## config.mk

```make
export PLATFORM = sky130hd
export DESIGN_NAME = gray_scale_ctrl_master
export DESIGN_NICKNAME = d
export VERILOG_FILES = /design/src/rtl/gray_scale_ctrl_master.sv
export SDC_FILE = /design/constraint.sdc
export NUM_CORES = 1
export LEC_CHECK = 0
export CAP_MARGIN = 20
export CELL_PAD_IN_SITES_DETAIL_PLACEMENT = 1
export CELL_PAD_IN_SITES_GLOBAL_PLACEMENT = 1
export CORE_MARGIN = 3
export CORE_UTILIZATION = 34
export DETAILED_ROUTE_END_ITERATION = 7
export GPL_ROUTABILITY_DRIVEN = 0
export PLACE_DENSITY = 0.85
export REMOVE_ABC_BUFFERS = 1
export SYNTH_ARGS = -nofsm -noshare
export SYNTH_HDL_FRONTEND = slang
export SYNTH_SLANG_ARGS = --single-unit
```

## constraint.sdc

```tcl
create_clock -name aclk -period 3.4 [get_ports aclk]
set_input_delay 0.68 -clock aclk [delete_from_list [all_inputs] [get_ports aclk]]
set_output_delay 0.68 -clock aclk [all_outputs]
set_load 0.02 [all_outputs]
```

## src/rtl/gray_scale_ctrl_master.sv

```systemverilog
// AXI4-Lite initiator that runs one gray_scale_top frame per accepted command:
// program argument, enable irq, start, wait for irq, ack ISR, check ap_idle.
module gray_scale_ctrl_master #(
    parameter int C_M_AXI_CONTROL_BUS_ADDR_WIDTH = 5,
    parameter int C_M_AXI_CONTROL_BUS_DATA_WIDTH = 32,
    parameter int C_TIMEOUT_CYCLES               = 1048576
) (
    input  logic                                        aclk,
    input  logic                                        areset,
    input  logic                                        cmd_valid,
    output logic                                        cmd_ready,
    input  logic [31:0]                                 cmd_arg,
    output logic                                        done_valid,
    output logic [1:0]                                  done_status,
    output logic                                        busy,
    output logic [C_M_AXI_CONTROL_BUS_ADDR_WIDTH-1:0]   m_axi_CONTROL_BUS_AWADDR,
    output logic                                        m_axi_CONTROL_BUS_AWVALID,
    input  logic                                        m_axi_CONTROL_BUS_AWREADY,
    output logic [C_M_AXI_CONTROL_BUS_DATA_WIDTH-1:0]   m_axi_CONTROL_BUS_WDATA,
    output logic [3:0]                                  m_axi_CONTROL_BUS_WSTRB,
    output logic                                        m_axi_CONTROL_BUS_WVALID,
    input  logic                                        m_axi_CONTROL_BUS_WREADY,
    input  logic [1:0]                                  m_axi_CONTROL_BUS_BRESP,
    input  logic                                        m_axi_CONTROL_BUS_BVALID,
    output logic                                        m_axi_CONTROL_BUS_BREADY,
    output logic [C_M_AXI_CONTROL_BUS_ADDR_WIDTH-1:0]   m_axi_CONTROL_BUS_ARADDR,
    output logic                                        m_axi_CONTROL_BUS_ARVALID,
    input  logic                                        m_axi_CONTROL_BUS_ARREADY,
    input  logic [C_M_AXI_CONTROL_BUS_DATA_WIDTH-1:0]   m_axi_CONTROL_BUS_RDATA,
    input  logic [1:0]                                  m_axi_CONTROL_BUS_RRESP,
    input  logic                                        m_axi_CONTROL_BUS_RVALID,
    output logic                                        m_axi_CONTROL_BUS_RREADY,
    input  logic                                        interrupt
);

    localparam int AW = C_M_AXI_CONTROL_BUS_ADDR_WIDTH;
    localparam int DW = C_M_AXI_CONTROL_BUS_DATA_WIDTH;
    localparam int CW = $clog2(C_TIMEOUT_CYCLES + 1);

    localparam logic [AW-1:0] ADDR_CTRL = AW'(5'h00);
    localparam logic [AW-1:0] ADDR_GIE  = AW'(5'h04);
    localparam logic [AW-1:0] ADDR_IER  = AW'(5'h08);
    localparam logic [AW-1:0] ADDR_ISR  = AW'(5'h0C);
    localparam logic [AW-1:0] ADDR_ARG  = AW'(5'h10);
    localparam logic [CW-1:0] TMO_LAST  = CW'(C_TIMEOUT_CYCLES - 1);

    localparam logic [1:0] ST_OK   = 2'b00;
    localparam logic [1:0] ST_TMO  = 2'b01;
    localparam logic [1:0] ST_ERR  = 2'b10;
    localparam logic [1:0] ST_BUSY = 2'b11;

    typedef enum logic [3:0] {
        S_IDLE, S_WR_ARG, S_WR_GIE, S_WR_IER, S_WR_START,
        S_WAIT_IRQ, S_RD_ISR, S_WR_ISR, S_RD_CTRL, S_DONE
    } state_t;

    // Every bus state walks REQ (address/data) -> RESP (B or R) -> ADV.
    typedef enum logic [1:0] {PH_REQ, PH_RESP, PH_ADV} phase_t;

    state_t          state_q, state_d;
    phase_t          phase_q, phase_d;
    logic [DW-1:0]   arg_q, arg_d;
    logic [DW-1:0]   rdata_q, rdata_d;
    logic [CW-1:0]   cnt_q, cnt_d;
    logic [1:0]      stat_q, stat_d;
    logic            err_q, err_d;
    logic            awvalid_q, awvalid_d;
    logic [AW-1:0]   awaddr_q, awaddr_d;
    logic            wvalid_q, wvalid_d;
    logic [DW-1:0]   wdata_q, wdata_d;
    logic            bready_q, bready_d;
    logic            arvalid_q, arvalid_d;
    logic [AW-1:0]   araddr_q, araddr_d;
    logic            rready_q, rready_d;
    logic            cmd_ready_q, cmd_ready_d;
    logic            busy_q, busy_d;
    logic            done_valid_q, done_valid_d;
    logic [1:0]      done_status_q, done_status_d;
    logic            launch;

    always_comb begin
        state_d       = state_q;
        phase_d       = phase_q;
        arg_d         = arg_q;
        rdata_d       = rdata_q;
        cnt_d         = cnt_q;
        stat_d        = stat_q;
        err_d         = err_q;
        awvalid_d     = awvalid_q;
        awaddr_d      = awaddr_q;
        wvalid_d      = wvalid_q;
        wdata_d       = wdata_q;
        bready_d      = bready_q;
        arvalid_d     = arvalid_q;
        araddr_d      = araddr_q;
        rready_d      = rready_q;
        done_status_d = done_status_q;
        launch        = 1'b0;

        case (state_q)
            S_IDLE: begin
                if (cmd_valid && cmd_ready_q) begin
                    arg_d   = DW'(cmd_arg);
                    err_d   = 1'b0;
                    stat_d  = ST_OK;
                    state_d = S_WR_ARG;
                    launch  = 1'b1;
                end
            end
            S_WR_ARG, S_WR_GIE, S_WR_IER, S_WR_START, S_WR_ISR: begin
                case (phase_q)
                    PH_REQ: begin
                        if (awvalid_q && m_axi_CONTROL_BUS_AWREADY) awvalid_d = 1'b0;
                        if (wvalid_q && m_axi_CONTROL_BUS_WREADY)   wvalid_d  = 1'b0;
                        if (!awvalid_d && !wvalid_d) begin
                            bready_d = 1'b1;
                            phase_d  = PH_RESP;
                        end
                    end
                    PH_RESP: begin
                        if (m_axi_CONTROL_BUS_BVALID) begin
                            bready_d = 1'b0;
                            if (m_axi_CONTROL_BUS_BRESP != 2'b00) begin
                                err_d   = 1'b1;
                                state_d = S_DONE;
                            end else begin
                                phase_d = PH_ADV;
                            end
                        end
                    end
                    default: begin
                        launch = 1'b1;
                        case (state_q)
                            S_WR_ARG: state_d = S_WR_GIE;
                            S_WR_GIE: state_d = S_WR_IER;
                            S_WR_IER: state_d = S_WR_START;
                            S_WR_START: state_d = S_WAIT_IRQ;
                            default: state_d = S_RD_CTRL;
                        endcase
                    end
                endcase
            end
            S_WAIT_IRQ: begin
                cnt_d = cnt_q + 1'b1;
                if (interrupt) begin
                    state_d = S_RD_ISR;
                    launch  = 1'b1;
                end else if (cnt_q == TMO_LAST) begin
                    stat_d  = ST_TMO;
                    state_d = S_DONE;
                end
            end
            S_RD_ISR, S_RD_CTRL: begin
                case (phase_q)
                    PH_REQ: begin
                        if (m_axi_CONTROL_BUS_ARREADY) begin
                            arvalid_d = 1'b0;
                            rready_d  = 1'b1;
                            phase_d   = PH_RESP;
                        end
                    end
                    PH_RESP: begin
                        if (m_axi_CONTROL_BUS_RVALID) begin
                            rready_d = 1'b0;
                            rdata_d  = m_axi_CONTROL_BUS_RDATA;
                            if (m_axi_CONTROL_BUS_RRESP != 2'b00) begin
                                err_d   = 1'b1;
                                state_d = S_DONE;
                            end else begin
                                if (state_q == S_RD_CTRL)
                                    stat_d = m_axi_CONTROL_BUS_RDATA[2] ? ST_OK : ST_BUSY;
                                phase_d = PH_ADV;
                            end
                        end
                    end
                    default: begin
                        if (state_q == S_RD_ISR) begin
                            state_d = S_WR_ISR;
                            launch  = 1'b1;
                        end else begin
                            state_d = S_DONE;
                        end
                    end
                endcase
            end
            S_DONE: state_d = S_IDLE;
            default: state_d = S_IDLE;
        endcase

        // Entering a bus state raises its VALIDs together with stable address/data.
        if (launch) begin
            phase_d = PH_REQ;
            cnt_d   = '0;
            case (state_d)
                S_WR_ARG:   begin awvalid_d = 1'b1; wvalid_d = 1'b1; awaddr_d = ADDR_ARG;  wdata_d = arg_d; end
                S_WR_GIE:   begin awvalid_d = 1'b1; wvalid_d = 1'b1; awaddr_d = ADDR_GIE;  wdata_d = DW'(1); end
                S_WR_IER:   begin awvalid_d = 1'b1; wvalid_d = 1'b1; awaddr_d = ADDR_IER;  wdata_d = DW'(1); end
                S_WR_START: begin awvalid_d = 1'b1; wvalid_d = 1'b1; awaddr_d = ADDR_CTRL; wdata_d = DW'(1); end
                S_WR_ISR:   begin awvalid_d = 1'b1; wvalid_d = 1'b1; awaddr_d = ADDR_ISR;  wdata_d = rdata_q & DW'(3); end
                S_RD_ISR:   begin arvalid_d = 1'b1; araddr_d = ADDR_ISR; end
                S_RD_CTRL:  begin arvalid_d = 1'b1; araddr_d = ADDR_CTRL; end
                default: ;
            endcase
        end

        done_valid_d = (state_d == S_DONE) && (state_q != S_DONE);
        if (done_valid_d) done_status_d = err_d ? ST_ERR : stat_d;
        cmd_ready_d = (state_d == S_IDLE);
        busy_d      = (state_d != S_IDLE);
    end

    always_ff @(posedge aclk or posedge areset) begin
        if (areset) begin
            state_q       <= S_IDLE;
            phase_q       <= PH_REQ;
            arg_q         <= '0;
            rdata_q       <= '0;
            cnt_q         <= '0;
            stat_q        <= ST_OK;
            err_q         <= 1'b0;
            awvalid_q     <= 1'b0;
            awaddr_q      <= '0;
            wvalid_q      <= 1'b0;
            wdata_q       <= '0;
            bready_q      <= 1'b0;
            arvalid_q     <= 1'b0;
            araddr_q      <= '0;
            rready_q      <= 1'b0;
            cmd_ready_q   <= 1'b0;
            busy_q        <= 1'b0;
            done_valid_q  <= 1'b0;
            done_status_q <= ST_OK;
        end else begin
            state_q       <= state_d;
            phase_q       <= phase_d;
            arg_q         <= arg_d;
            rdata_q       <= rdata_d;
            cnt_q         <= cnt_d;
            stat_q        <= stat_d;
            err_q         <= err_d;
            awvalid_q     <= awvalid_d;
            awaddr_q      <= awaddr_d;
            wvalid_q      <= wvalid_d;
            wdata_q       <= wdata_d;
            bready_q      <= bready_d;
            arvalid_q     <= arvalid_d;
            araddr_q      <= araddr_d;
            rready_q      <= rready_d;
            cmd_ready_q   <= cmd_ready_d;
            busy_q        <= busy_d;
            done_valid_q  <= done_valid_d;
            done_status_q <= done_status_d;
        end
    end

    assign cmd_ready                 = cmd_ready_q;
    assign busy                      = busy_q;
    assign done_valid                = done_valid_q;
    assign done_status               = done_status_q;
    assign m_axi_CONTROL_BUS_AWADDR  = awaddr_q;
    assign m_axi_CONTROL_BUS_AWVALID = awvalid_q;
    assign m_axi_CONTROL_BUS_WDATA   = wdata_q;
    assign m_axi_CONTROL_BUS_WSTRB   = 4'hF;
    assign m_axi_CONTROL_BUS_WVALID  = wvalid_q;
    assign m_axi_CONTROL_BUS_BREADY  = bready_q;
    assign m_axi_CONTROL_BUS_ARADDR  = araddr_q;
    assign m_axi_CONTROL_BUS_ARVALID = arvalid_q;
    assign m_axi_CONTROL_BUS_RREADY  = rready_q;

endmodule

```

# Word level (Yosys, flattened, before mapping)

Index checks and enable logic that the tools add are counted.

Add/sub/neg operators: 1
Multipliers: 0
Div/mod/pow operators: 0
Magnitude comparators: 0
Equality and inequality tests: 31
Shift operators: 0
Multiplexer cells: 78
Bitwise logic cells: 0
Reduce and logical (&&, ||, !) cells: 32

Operator list:

| operator                                               | count |
|---|---|
| one-hot mux 32 bit (3 select lines)                    | 1 |
| two-way mux 32 bit                                     | 2 |
| two-way mux 21 bit                                     | 2 |
| inequality test 4 bit (second input constant)          | 9 |
| two-way mux 1 bit                                      | 35 |
| two-way mux 2 bit                                      | 16 |
| two-way mux 4 bit                                      | 8 |
| one-hot mux 4 bit (4 select lines)                     | 2 |
| equality test 4 x 3 -> 1 bit (second input constant)   | 7 |
| one-hot mux 5 bit (5 select lines)                     | 1 |
| adder 21 x 1 -> 21 bit (second input constant)         | 1 |
| equality test 21 x 20 -> 1 bit (second input constant) | 1 |
| equality test 4 x 2 -> 1 bit (second input constant)   | 4 |
| one-hot mux 4 bit (2 select lines)                     | 2 |
| equality test 4 bit (second input constant)            | 3 |
| one-hot mux 2 bit (2 select lines)                     | 3 |
| one-hot mux 5 bit (2 select lines)                     | 1 |
| nonzero test 2 bit                                     | 5 |
| OR reduction 5 bit                                     | 2 |
| AND reduction 9 bit                                    | 1 |
| equality test 4 x 1 -> 1 bit (second input constant)   | 2 |
| zero test 4 bit                                        | 2 |
| inequality test 2 bit (second input constant)          | 4 |
| AND reduction 4 bit                                    | 2 |
| other kinds (15)                                       | 26 |

Register bits after elaboration: 116
Bits in latches: 0
Bits in writable memories: 0
Bits in read-only memories: 0
Input port bits: 77
Output and inout port bits: 56
Logic and storage cells: 161
Memories kept: 0

# Longest topological paths before layout

Gate-level depths: netlist of the first run.

Depth after elaboration: 10
Gate-level depth with buffers: 10

# Least setup slack after synthesis of the first run

OpenSTA, ideal clock, no wires.

Path kind: input port to flip-flop
Start point: input m_axi_CONTROL_BUS_RRESP[1]
End point: register wdata_q[0], in the netlist m_axi_CONTROL_BUS_WDATA[0]
Library setup time: 0.081 ns
Arrival time: 2.714 ns
Data required time: 3.319 ns
Setup slack: 0.605 ns
Cell stages on the path: 9
Path buffers: 2
Cells stage by stage: o211ai_1 -> a221oi_1 -> nor4_2 -> inv_2 -> or4b_4 -> and4_1 -> buf_6 -> buf_6 -> a31oi_2

Cells in the longest elaborated chain, start to end: 9

Ends and longest elaborated chain:

| element                                                                             | RTL line | RTL |
|---|---|---|
| start, declared                                                                     | 30       | `input logic [1:0] m_axi_CONTROL_BUS_RRESP,` |
| nonzero test 2 bit (*)                                                              | 166      | `if (m_axi_CONTROL_BUS_RRESP != 2'b00) begin` |
| two-way mux 4 bit (*)                                                               | 166      |  |
| two-way mux 4 bit (*)                                                               | 163      | `if (m_axi_CONTROL_BUS_RVALID) begin` |
| one-hot mux 4 bit (2 select lines) (*)                                              | 154      | `case (phase_q)` |
| one-hot mux 4 bit (4 select lines) (*)                                              | 100      | `case (state_q)` |
| via state_d[0]                                                                      | 60       | `state_t state_q, state_d;` |
| equality test 4 x 3 -> 1 bit / equality test 4 x 2 -> 1 bit (equally long branches) | 194      | `case (state_d)` |
| OR reduction 3 bit (no source line)                                                 | -        |  |
| nonzero test 3 bit (no source line)                                                 | -        |  |
| AND reduction 2 bit (no source line)                                                | -        |  |
| end signal, assigned                                                                | 244      | `wdata_q <= wdata_d;` |
| end, declared                                                                       | 70       | `logic [DW-1:0] wdata_q, wdata_d;` |

The timed path passes the listed nets; every way through them passes the cells marked *.
A chain may end at the register's enable or synchronous reset.

# Final worst setup path of the first run

Start point: register state_q[2]
End point: register wdata_q[27], in the netlist m_axi_CONTROL_BUS_WDATA[27]

Cells in the longest elaborated chain, start to end: 8

Ends and longest elaborated chain:

| element                                                                             | RTL line | RTL |
|---|---|---|
| start, declared                                                                     | 60       |  |
| start signal, assigned                                                              | 234      | `state_q <= state_d;` |
| equality test 4 x 3 -> 1 bit, or another cell as far along                          | 100, 133 |  |
| one-hot mux 4 bit (4 select lines), or another cell as far along                    | 133      | `case (state_q)` |
| one-hot mux 4 bit (2 select lines) (on tied branches)                               | 111, 154 |  |
| one-hot mux 4 bit (4 select lines)                                                  | 100      |  |
| equality test 4 x 3 -> 1 bit / equality test 4 x 2 -> 1 bit (equally long branches) | 194      |  |
| OR reduction 3 bit (no source line)                                                 | -        |  |
| nonzero test 3 bit (no source line)                                                 | -        |  |
| AND reduction 2 bit (no source line)                                                | -        |  |

Parallel ways exist; a longest one is shown, timed or not.

==> summary.md, run 1 <==
| Metric | Value |
|---|---|
| Area after DPL | around 5200 µm² |
| Synthesized area per cell | 9.70 µm² |
| Share of Yosys cell area claimed by the top area cell type | 0.493 |
| # nets final | 593 |
| Required time of the critical path | about 3600 ps |
| Antenna diodes | 0 |
| Startpoint of the worst hold path | arg_q[1]$_DFF_PP0_ |
| Core ar. | about 12000 µm² |
| Number of buffers inserted during clock tree synthesis | 9 |
| Net switching power figure | 0.00193 W |
| CP cell instances | nor4bb_1, nand2_1, and3_1, nor4_4, and4_1, buf_12, o21ai_0 |
| Rows | 39 |
| Dpl cells | roughly 650 |
| Minimum clock period | ~3000 ps |
| EDFF count, synth | 0 |
| Vias after detailed routing | between 3000 and 4000 |
| Hold Path Sink | arg_q[1]$_DFF_PP0_ |
| First drt pass iteration count | 4 |
| Proportion of register bits with asynchronous set or reset after synthesis | 1.00 |
| CP arrival | approximately 3200 ps |
| Clock transition at path regs | 60 ps |
| Top cells by area, synth | sky130_fd_sc_hd__dfrtp_1 49%, sky130_fd_sc_hd__nand2_1 4.7%, sky130_fd_sc_hd__nor2_1 3.5% |
| Share of post-route cells with drive strength above 1 | 0.117 |
| Filler cell count | ~1300 |
| Reg2Reg Depth | 7 |
| Remaining Overflow, GRT | 0 |
| Mapped Area | just over 4000 µm² |
| Critical path class | flop to flop |
| I/O pin cnt | ~130 |
| Run status | finished clean |
| Largest net degree at the start of global routing | 34 |
| Starting Density | 0.351 |
| Proportion of power drawn by combinational gates | 0.468 |
| Pwr dens | 880 nW/µm² |
| Worst-case setup slack after placement | 112 ps |
| Launch point of the worst reg-to-reg path | state_q[2]$_DFF_PP0_ |
| Clock Skews | slightly above 9 ps |
| Antenna violations before repair | 0 |
| Synthesis-stage register bit count | 80 |
| Final instance area | ~5500 µm² |
| Post-CTS Hold Buffers | 0 |
| Post-CTS Setup Inserts | 0 |
| CTS tree | yes |
| Distinct cells, synth | 67 |
| Count of nets left with antenna violations after detail routing | 0 |
| Num Clock Sinks | 80 |
| Number of global-route vias before repair | roughly 3800 |
| Fraction of the yosys area taken by sequential cells | 0.493 |
| Count leader, synth | sky130_fd_sc_hd__dfrtp_1 |
| GRT Overall Usage | 0.184 |
| DRT iter0 DRCs | 152 |
| List of most frequent post-synthesis cells | 80 x sky130_fd_sc_hd__dfrtp_1, 51 x sky130_fd_sc_hd__nand2_1, 38 x sky130_fd_sc_hd__nor2_1 |
| Final hold violation count | 0 |
| Drt wl/cell | between 15 and 20 µm |
| Critical path fanouts, max | 18 |
| Maximum count of clock buffers along a single path | 2 |
| Count of H-tree levels built during CTS | 3 |
| Library cell occupying the most area in the post-synthesis netlist | sky130_fd_sc_hd__dfrtp_1 |
| Reg2Reg Setup Slack | around 380 ps |
| Final clock period utilization by the worst path | 0.889 |
| Leakage power summed over all cells | 2.42 nW |
| Count of maximum capacitance violations | 0 |
| Non-filler cells in the finished layout | between 600 and 700 |
| Area growth from synthesis to layout | 35.2% |
| Port Buf Inserts | 94 |
| Post-synthesis instance total | around 420 |
| Highest clock frequency the design can meet | approximately 0.33 GHz |
| Aggregate routed wire length | about 11 mm |
| Die Footprint | between 10000 and 15000 µm² |
| Final setup violating endpoints | 0 |
| Pwr Total | approximately 0.0048 W |
| Sequential share of power | 0.310 |
| Global-route wire length before repair | 19.3 mm |
| Portion of total power attributed to the clock network | 0.222 |
| Synth warn | 0 |
| Via density per instance | just over 5 |
| Clk Latency, worst-skew pair | 340 ps |
| Die H | 115 µm |
| Crit path capture type | flop |
| Fraction of power spent switching nets | 0.399 |
| Post-cts repair resize count | 0 |
| Slowest cell on the critical path | sky130_fd_sc_hd__dfrtp_1 |
| Hold WC Path Type | flop to flop |
| Category of the worst setup path launch point | flop |
| Count of cells along the worst hold path | 2 |
| IR Drop Worst-Case VDD | 352 µV |
| Flip-flop cell with the highest count after synthesis | sky130_fd_sc_hd__dfrtp_1 |
| Actual transition at the worst max-transition pin | 765 ps |
| Hpwl dp | about 8.3 mm |
| Cell Int Power | 0.00291 W |
| Chip width | between 100 and 150 µm |
| CP peak stage delay | approximately 730 ps |
| Endpoint of the most critical register-to-register path | m_axi_CONTROL_BUS_WDATA[27]$_DFFE_PP0P_ |
| RSZ-0062 raised after global routing | false |
| DRC violation count after routing | 0 |
| Count of pins over their slew limit | 0 |
| Worst path setup slack after routing | between 300 and 400 ps |
| Worst slew slack as a fraction of its limit | 0.486 |
| Root buf cell | sky130_fd_sc_hd__clkbuf_16 |
| Fin util | 0.475 |
==> worst max-delay path: cells and delay by family, from the launching register on <==
kind	cells	cell delay [ps]
buffers and inverters	1	190
and+or+nand+nor	5	1870
AOI/OAI and AO/OA	1	100
DFF	1	730
==> flip-flops by register name, summed over array words and instances (netlist names), 2 cells and up <==
signal,count
state_q,4
m_axi_CONTROL_BUS_AWADDR,3
done_status,2
m_axi_CONTROL_BUS_WDATA,32
stat_q,2
rdata_q,2
cnt_q,21
phase_q,2
arg_q,2
==> power by group through the flow <==
stage                     clock network [W]  logic, W  registers (W)
after floorplan                           0   0.00107        0.00170
after global placement                    0   0.00217        0.00149
after detailed placement                  0   0.00227        0.00151
after CTS                           0.00110   0.00229        0.00150
after global routing                0.00113   0.00247        0.00155
final                               0.00108   0.00226        0.00150
==> cell usage in the layout (no fill, tap or decap), types with 4 or more instances in the layout <==
cell	Yosys	layout
sky130_fd_sc_hd__a22o_1	14	14
sky130_fd_sc_hd__and3_1	6	6
sky130_fd_sc_hd__inv_1	32	31
sky130_fd_sc_hd__xnor2_1	8	8
sky130_fd_sc_hd__xor2_1	12	12
sky130_fd_sc_hd__a211o_1	4	4
sky130_fd_sc_hd__dfrtp_1	80	80
sky130_fd_sc_hd__mux2_2	4	4
sky130_fd_sc_hd__conb_1	2	9
sky130_fd_sc_hd__clkdlybuf4s50_1	0	94
sky130_fd_sc_hd__nor2_1	38	38
sky130_fd_sc_hd__nor3_1	9	9
sky130_fd_sc_hd__o21ai_2	9	9
sky130_fd_sc_hd__nand2_1	51	51
sky130_fd_sc_hd__nand3_1	6	6
sky130_fd_sc_hd__nor2b_1	4	4
sky130_fd_sc_hd__nand4_1	5	5
sky130_fd_sc_hd__or3_1	6	6
sky130_fd_sc_hd__buf_4	10	14
sky130_fd_sc_hd__a21oi_1	10	10
sky130_fd_sc_hd__clkbuf_16	0	9
sky130_fd_sc_hd__o21ai_0	18	18
==> final cells by class <==
| class | count | area (µm²) | share of cell area |
|---|---|---|---|
| Clock inverter | 7 | 103 | 0.0187 |
| Sequential cell | 80 | 2000 | 0.364 |
| Tap cell | 143 | 179 | 0.0326 |
| Multi-Input combinational cell | 282 | 1790 | 0.326 |
| Clock buffer | 9 | 225 | 0.0410 |
| Timing Repair Buffer | 109 | 1070 | 0.194 |
| Inverter | 33 | 125 | 0.0228 |
==> through the flow <==
stage | hold WS [ps] | TNS (ps)
floorplan | 436 | -51050
global placement | 458 | 0
detailed placement | 462 | 0
CTS | 477 | 0
global route | 509 | 0
finish | 476 | 0
==> worst max-delay path by stage <==
stage	from	end	cells after the start
after detailed placement	interrupt	m_axi_CONTROL_BUS_WDATA[8]$_DFFE_PP0P_	9
final	state_q[2]$_DFF_PP0_	m_axi_CONTROL_BUS_WDATA[27]$_DFFE_PP0P_	7
after global routing	state_q[2]$_DFF_PP0_	m_axi_CONTROL_BUS_WDATA[27]$_DFFE_PP0P_	7
after CTS	state_q[2]$_DFF_PP0_	m_axi_CONTROL_BUS_WDATA[27]$_DFFE_PP0P_	7
after global placement	m_axi_CONTROL_BUS_RRESP[1]	m_axi_CONTROL_BUS_WDATA[23]$_DFFE_PP0P_	9
after floorplan	cmd_valid	m_axi_CONTROL_BUS_WDATA[1]$_DFFE_PP0P_	7
==> kinds of logic after synthesis <==
group                      share of synthesized area
AOI/OAI and AO/OA                              0.162
xor gates and xnor gates                      0.0431
adders and majority gates                    0.00308
buffers and inverters                         0.0739
DFF                                            0.493
muxes                                         0.0160
other                                        0.00185
and+or+nand+nor                                0.207
==> per-layer routing <==
layer / up-vias / global-route usage / wire length, µm
li1: 1627 / - / -
met1: 1700 / 0.232 / 4900
met2: 98 / 0.318 / 5760
met3: 15 / 0.0332 / 562
met4: 0 / 0.0595 / 142
met5: - / 0 / 0
(Power assumes the default switching activity.)
==> run 2: changes to the inputs <==
==> constraint.sdc (replaced) <==
create_clock -name aclk -period 3.4 [get_ports aclk]
set_input_delay 0.51 -clock aclk [delete_from_list [all_inputs] [get_ports aclk]]
set_output_delay 0.51 -clock aclk [all_outputs]
set_load 0.02 [all_outputs]
==> run 2 against run 1 <==
Clock skew up 1.6 ps. Critical endpoint is now m_axi_CONTROL_BUS_WDATA[24]$_DFFE_PP0P_. Fmax up 0.41%. Sequential power about the same. Sequential cell count unchanged. Routed wire length up 0.34%. Final cell count down 0.75%. Cell area down 0.84%. Global-route usage down 0.092 points. Largest cell class unchanged. Clock power about the same. Critical path type unchanged. Critical path depth unchanged. Non-clock buffer count down 5.
==> summary.md, run 2 (same netlist as run 1, synthesis figures left out) <==
| Metric | Value |
|---|---|
| Number of global-route vias before repair | 3829 (-0.21%) |
| Core ar. | 11600 µm² (unchanged) |
| Number of buffers inserted during clock tree synthesis | 9 (unchanged) |
| Area after DPL | 5110 µm² (-0.97%) |
| Die Footprint | 13300 µm² (unchanged) |
| Reg2Reg Depth | 7 (unchanged) |
| Cell family with most CP delay | simple AND/OR/NAND/NOR gates |
| Sequential share of power | 0.317 (+0.007) |
| Pwr dens | 872 nW/µm² (-0.97%) |
| Aggregate routed wire length | 11.4 mm (+0.34%) |
| Post-CTS Setup Inserts | 0 (unchanged) |
| Antenna violations before repair | 0 (unchanged) |
| Slowest cell on the critical path | sky130_fd_sc_hd__dfrtp_1 |
| Most common cell after layout, fill and taps aside | sky130_fd_sc_hd__clkdlybuf4s50_1 |
| Crit path capture type | flop |
| CP cell instances | nor4bb_1, nand2_1, and3_1, nor4_4, and4_1, buf_4, o21ai_0 |
| Share of post-route cells with drive strength above 1 | 0.111 (-0.00663) |
| DRT iter0 DRCs | 147 (-3.3%) |
| Required time of the critical path | 3610 ps (about the same) |
| Starting Density | 0.351 (unchanged) |
| Rows | 39 (unchanged) |
| CP arrival | 3220 ps (about the same) |
| Total buffers and inverters traversed by the critical path | 1 (unchanged) |
| Hold Path Sink | arg_q[1]$_DFF_PP0_ |
| IR Drop Worst-Case VDD | 349 µV (-0.89%) |
| Startpoint of the worst hold path | arg_q[1]$_DFF_PP0_ |
| Vias after detailed routing | 3489 (+1.4%) |
| Pwr Total | 0.00475 W (-1.8%) |
| Count of H-tree levels built during CTS | 3 (unchanged) |
| Minimum clock period | 3010 ps (-12.3 ps) |
| Leakage power summed over all cells | 2.39 nW (-0.93%) |
| First drt pass iteration count | 4 (unchanged) |
| Launch point of the worst reg-to-reg path | state_q[0]$_DFF_PP0_ |
| Category of the worst setup path launch point | flop |
| Largest net degree at the start of global routing | 38 (+12%) |
| Final clock period utilization by the worst path | 0.885 (-0.00361) |
| Non-filler cells in the finished layout | 658 (-0.75%) |
| Worst slew slack as a fraction of its limit | 0.515 (+0.0290) |
| Run status | finished clean |
| RSZ-0062 raised after global routing | false |
| Port Buf Inserts | 94 (unchanged) |
| Final hold violation count | 0 (unchanged) |
| Root buf cell | sky130_fd_sc_hd__clkbuf_16 |
| Actual transition at the worst max-transition pin | 722 ps (-43.2 ps) |
| # nets final | 588 (-0.84%) |
| Antenna diodes | 0 (unchanged) |
| Fraction of power spent switching nets | 0.396 (-0.00297) |
| Chip width | 115 µm (unchanged) |
| Endpoint of the most critical register-to-register path | m_axi_CONTROL_BUS_WDATA[24]$_DFFE_PP0P_ |
| Clock transition at path regs | 70 ps (about the same) |
| Num Clock Sinks | 80 (unchanged) |
| Final instance area | 5450 µm² (-0.84%) |
| Count of nets left with antenna violations after detail routing | 0 (unchanged) |
| Proportion of power drawn by combinational gates | 0.456 (-0.012) |
| Area growth from synthesis to layout | 34.1% |
| Final setup violating endpoints | 0 (unchanged) |
| CP peak stage delay | 740 ps (about the same) |
| Critical path fanouts, max | 19 (+1) |
| Global-route wire length before repair | 19.3 mm (+0.22%) |
| Count of cells along the worst hold path | 2 (unchanged) |
| Via density per instance | 5.30 (+2.2%) |
| Maximum count of clock buffers along a single path | 2 (unchanged) |
| Remaining Overflow, GRT | 0 (unchanged) |
| Dpl cells | 642 (-0.77%) |
| Hold WC Path Type | flop to flop |
| Highest clock frequency the design can meet | 0.332 GHz (+0.41%) |
| Die H | 115 µm (unchanged) |
| Count of maximum capacitance violations | 0 (unchanged) |
| Net switching power figure | 0.00188 W (-2.5%) |
| Clock Skews | 11.0 ps (+1.60 ps) |
| Reg2Reg Setup Slack | 390 ps (about the same) |
| Max reg flops | 32 (unchanged) |
| GRT Overall Usage | 0.183 (-0.000916) |
| Critical path class | flop to flop |
| Portion of total power attributed to the clock network | 0.226 (+0.004) |
| Clk Latency, worst-skew pair | 340 ps (about the same) |
| Cell Int Power | 0.00287 W (-1.3%) |
| Count of pins over their slew limit | 0 (unchanged) |
| Most frequent cells in the layout | 94 x sky130_fd_sc_hd__clkdlybuf4s50_1, 79 x sky130_fd_sc_hd__dfrtp_1, 51 x sky130_fd_sc_hd__nand2_1, 38 x sky130_fd_sc_hd__nor2_1, 31 x sky130_fd_sc_hd__inv_1 |
| I/O pin cnt | 133 (unchanged) |
| Hpwl dp | 8.25 mm (-0.18%) |
| CTS tree | yes |
| Drt wl/cell | 17.3 µm (+1.1%) |
| DRC violation count after routing | 0 (unchanged) |
[run 2: per-layer routing]
layer	vias up	part of all wire	global-route usage
li1	1624	-	-
met1	1778	0.44	0.224
met2	75	0.51	0.318
met3	12	0.045	0.0411
met4	0	0.011	0.0603
met5	-	0	0
[run 2: power by group through the flow]
stage	Clock [W]	Combinational (W)	Sequential [W]
after floorplan	0	0.00107	0.00170
final	0.00107	0.00217	0.00151
after detailed placement	0	0.00218	0.00151
after global placement	0	0.00211	0.00149
after global routing	0.00114	0.00238	0.00155
after CTS	0.00109	0.00220	0.00151
[run 2: through the flow]
step                      setup slack, ps  utilization  setup TNS [ps]  hold slack, ps
final                                 391        0.471               0             475
after global routing                 30.0        0.471               0             507
after CTS                             333        0.471               0             478
after detailed placement              176        0.442               0             464
after global placement                229        0.442               0             457
after floorplan                     -1370            -          -47900             436
[run 2: how the worst max path moves through the flow]
stage / cells after the start / slack (ps) / endpoint / from
3_3_place_gp: 7 / 230 / m_axi_CONTROL_BUS_WDATA[23]$_DFFE_PP0P_ / interrupt
5_1_grt: 7 / 30 / m_axi_CONTROL_BUS_WDATA[23]$_DFFE_PP0P_ / state_q[0]$_DFF_PP0_
4_1_cts: 7 / 330 / m_axi_CONTROL_BUS_WDATA[24]$_DFFE_PP0P_ / state_q[2]$_DFF_PP0_
2_1_floorplan: 7 / -1370 / m_axi_CONTROL_BUS_WDATA[1]$_DFFE_PP0P_ / state_q[3]$_DFF_PP0_
3_5_place_dp: 7 / 180 / m_axi_CONTROL_BUS_WDATA[24]$_DFFE_PP0P_ / interrupt
6_report: 7 / 390 / m_axi_CONTROL_BUS_WDATA[24]$_DFFE_PP0P_ / state_q[0]$_DFF_PP0_
[run 2: final cells by class]
type / count / area, µm²
clock buffers: 10 / 239
clock inverters: 6 / 91.3
fillers: 1309 / 6120
inverters: 33 / 125
multi-input cells: 282 / 1790
flip-flops and latches: 80 / 2000
well taps: 143 / 179
repair buffers: 104 / 1020
[run 2: what timing repair did]
item | in CTS | in global routing
hold buffers | 0 | 0
resized for setup | 0 | 1
setup endpoints to repair | 0 | 7
[run 2: worst min-delay path, stage by stage, from the launching register on]
cell and delay [ps]:
sky130_fd_sc_hd__dfrtp_1 320, sky130_fd_sc_hd__nand2_1 40, sky130_fd_sc_hd__nand2_1 70
==> run 3: changes to the inputs <==
Settings changed: PLACE_DENSITY 0.85 to 0.79.
==> run 3 against run 2 <==
Via count is 2.5% lower. Final cell count is 0.15% lower. Fmax is 0.81% lower. Critical path type unchanged. Worst setup slack worse by 25 ps. Critical path depth unchanged.
==> summary.md, run 3 (same netlist as run 1, synthesis figures left out) <==
| Metric | Value |
|---|---|
| Largest net degree at the start of global routing | 50 (+32%) |
| Maximum count of clock buffers along a single path | 2 (unchanged) |
| Seq. cell area | 2000 µm² (about the same) |
| Post-cts repair resize count | 0 (unchanged) |
| Starting Density | 0.351 (unchanged) |
| Clock transition at path regs | 60 ps (about the same) |
| Area after DPL | 5110 µm² (-0.15%) |
| Core ar. | 11600 µm² (unchanged) |
| Final instance area | 5430 µm² (-0.34%) |
| # nets final | 587 (-0.17%) |
| GR Layer Usage met2 | 0.278 (-0.0401) |
| Number of buffers inserted during clock tree synthesis | 9 (unchanged) |
| Most common cell after layout, fill and taps aside | sky130_fd_sc_hd__clkdlybuf4s50_1 |
| Clock Skews | 8.07 ps (-2.89 ps) |
| Filler cell count | 1313 (+0.31%) |
| Via density per instance | 5.18 (-2.4%) |
| Global-route wire length before repair | 18.2 mm (-5.9%) |
| Max reg flops | 32 (unchanged) |
| Hold WS | 472 ps (-2.28 ps) |
| Final clock period utilization by the worst path | 0.892 (+0.00727) |
| Run status | finished clean |
| Multi-input gate area | 1790 µm² (unchanged) |
| Required time of the critical path | 3620 ps (about the same) |
| GRT Overall Usage | 0.174 (-0.00891) |
| Critical path fanouts, max | 18 (-1) |
| Count of nets left with antenna violations after detail routing | 0 (unchanged) |
| Actual transition at the worst max-transition pin | 853 ps (+132 ps) |
| Number of global-route vias before repair | 3586 (-6.3%) |
| Hold WC Path Type | flop to flop |
| Leakage power summed over all cells | 2.38 nW (-0.42%) |
| CTS tree | yes |
| GRT Max-Usage Layer | met2 |
| DRC violation count after routing | 0 (unchanged) |
| IR Drop Worst-Case VDD | 484 µV (+39%) |
| CP arrival | 3250 ps (+30 ps) |
| Final setup violating endpoints | 0 (unchanged) |
| GRT met1 Usage | 0.222 (-0.00166) |
| Share of post-route cells with drive strength above 1 | 0.105 (-0.00562) |
| Port Buf Inserts | 94 (unchanged) |
| Critical path class | flop to flop |
| Minimum clock period | 3030 ps (+24.7 ps) |
| Pwr dens | 868 nW/µm² (-0.48%) |
| Die Footprint | 13300 µm² (unchanged) |
| Hpwl dp | 7.89 mm (-4.4%) |
| Remaining Overflow, GRT | 0 (unchanged) |
| Worst slew slack as a fraction of its limit | 0.431 (-0.0840) |
| Vias after detailed routing | 3401 (-2.5%) |
| RSZ-0062 raised after global routing | false |
| Count of H-tree levels built during CTS | 3 (unchanged) |
| Setup_tns | 0 ps (unchanged) |
| Clk Latency, worst-skew pair | 350 ps (about the same) |
| Most frequent cells in the layout | 94 x sky130_fd_sc_hd__clkdlybuf4s50_1, 80 x sky130_fd_sc_hd__dfrtp_1, 51 x sky130_fd_sc_hd__nand2_1, 38 x sky130_fd_sc_hd__nor2_1, 31 x sky130_fd_sc_hd__inv_1 |
| Final hold violation count | 0 (unchanged) |
| DRT iter0 DRCs | 103 (-30%) |
| Aggregate routed wire length | 10.7 mm (-6.0%) |
| Count of maximum capacitance violations | 0 (unchanged) |
| Post-CTS Hold Buffers | 0 (unchanged) |
| Chip width | 115 µm (unchanged) |
| Count of pins over their slew limit | 0 (unchanged) |
| Drt wl/cell | 16.3 µm (-5.9%) |
| I/O pin cnt | 133 (unchanged) |
| First drt pass iteration count | 4 (unchanged) |
| Fin util | 0.469 (-0.00162) |
| Post-CTS Setup Inserts | 0 (unchanged) |
| Root buf cell | sky130_fd_sc_hd__clkbuf_16 |
| Antenna diodes | 0 (unchanged) |
| Num Clock Sinks | 80 (unchanged) |
| Crit path capture type | flop |
| Die H | 115 µm (unchanged) |
| Category of the worst setup path launch point | flop |
| Highest clock frequency the design can meet | 0.330 GHz (-0.81%) |
| Rows | 39 (unchanged) |
| Met3 usage | 0.0584 (+0.0174) |
| Antenna violations before repair | 0 (unchanged) |
| Area growth from synthesis to layout | 33.6% |
[run 3: cell count changes in the layout (fill, tap and decap cells not counted)]
cell | before | now
sky130_fd_sc_hd__buf_4 | 10 | 9
sky130_fd_sc_hd__clkbuf_1 | 0 | 1
sky130_fd_sc_hd__clkbuf_8 | 1 | 0
sky130_fd_sc_hd__dfrtp_1 | 79 | 80
sky130_fd_sc_hd__dfrtp_2 | 1 | 0
[run 3: routing by layer]
layer | vias to the layer above | share of wire
met4 | 0 | 0.016
li1 | 1617 | -
met5 | - | 0
met3 | 13 | 0.052
met2 | 74 | 0.48
met1 | 1697 | 0.45
[run 3: worst max-delay path: stages (launching register included)]
cell	delay [ps]
sky130_fd_sc_hd__dfrtp_1	730
sky130_fd_sc_hd__nor4bb_1	430
sky130_fd_sc_hd__nand2_1	250
sky130_fd_sc_hd__and3_1	320
sky130_fd_sc_hd__nor4_4	440
sky130_fd_sc_hd__and4_1	330
sky130_fd_sc_hd__buf_4	280
sky130_fd_sc_hd__o21ai_0	110
[run 3: report_power, final]
| part | total (W) | switching, W | internal (W) | leakage [nW] |
|---|---|---|---|---|
| Sequential | 0.00149 | 0.000261 | 0.00123 | 1.06 |
| Clock | 0.00105 | 0.000406 | 0.000647 | 0.157 |
| Combinational | 0.00217 | 0.00120 | 0.000971 | 1.17 |
[run 3: layout make-up]
class                   instances  area share
clock buffers                  10      0.0422
well taps                     143      0.0330
clock inverters                 6      0.0168
inverters                      33      0.0231
flip-flops and latches         80       0.369
repair buffers                103       0.186
multi-input cells             282       0.330
[run 3: final timing paths]
| check | slack, ps | start | cells after the start | end |
|---|---|---|---|---|
| min | 470 | arg_q[1]$_DFF_PP0_ | 2 | arg_q[1]$_DFF_PP0_ |
| max | 370 | state_q[2]$_DFF_PP0_ | 7 | m_axi_CONTROL_BUS_WDATA[27]$_DFFE_PP0P_ |
| max in group asynchronous | 2020 | areset | 3 | m_axi_CONTROL_BUS_WDATA[24]$_DFFE_PP0P_ |
| min in group asynchronous | 620 | areset | 2 | busy$_DFF_PP0_ |
| max reg2reg | 370 | state_q[2]$_DFF_PP0_ | 7 | m_axi_CONTROL_BUS_WDATA[27]$_DFFE_PP0P_ |
| min reg2reg | 470 | arg_q[1]$_DFF_PP0_ | 2 | arg_q[1]$_DFF_PP0_ |
[run 3: per-stage QoR]
step	setup slack, ps	std cells	power, W
2_1_floorplan	-1370	395	0.00277
3_5_place_dp	130	641	0.00369
6_report	366	657	0.00471
4_1_cts	362	657	0.00476
3_3_place_gp	214	641	0.00360
5_1_grt	5.24	657	0.00505
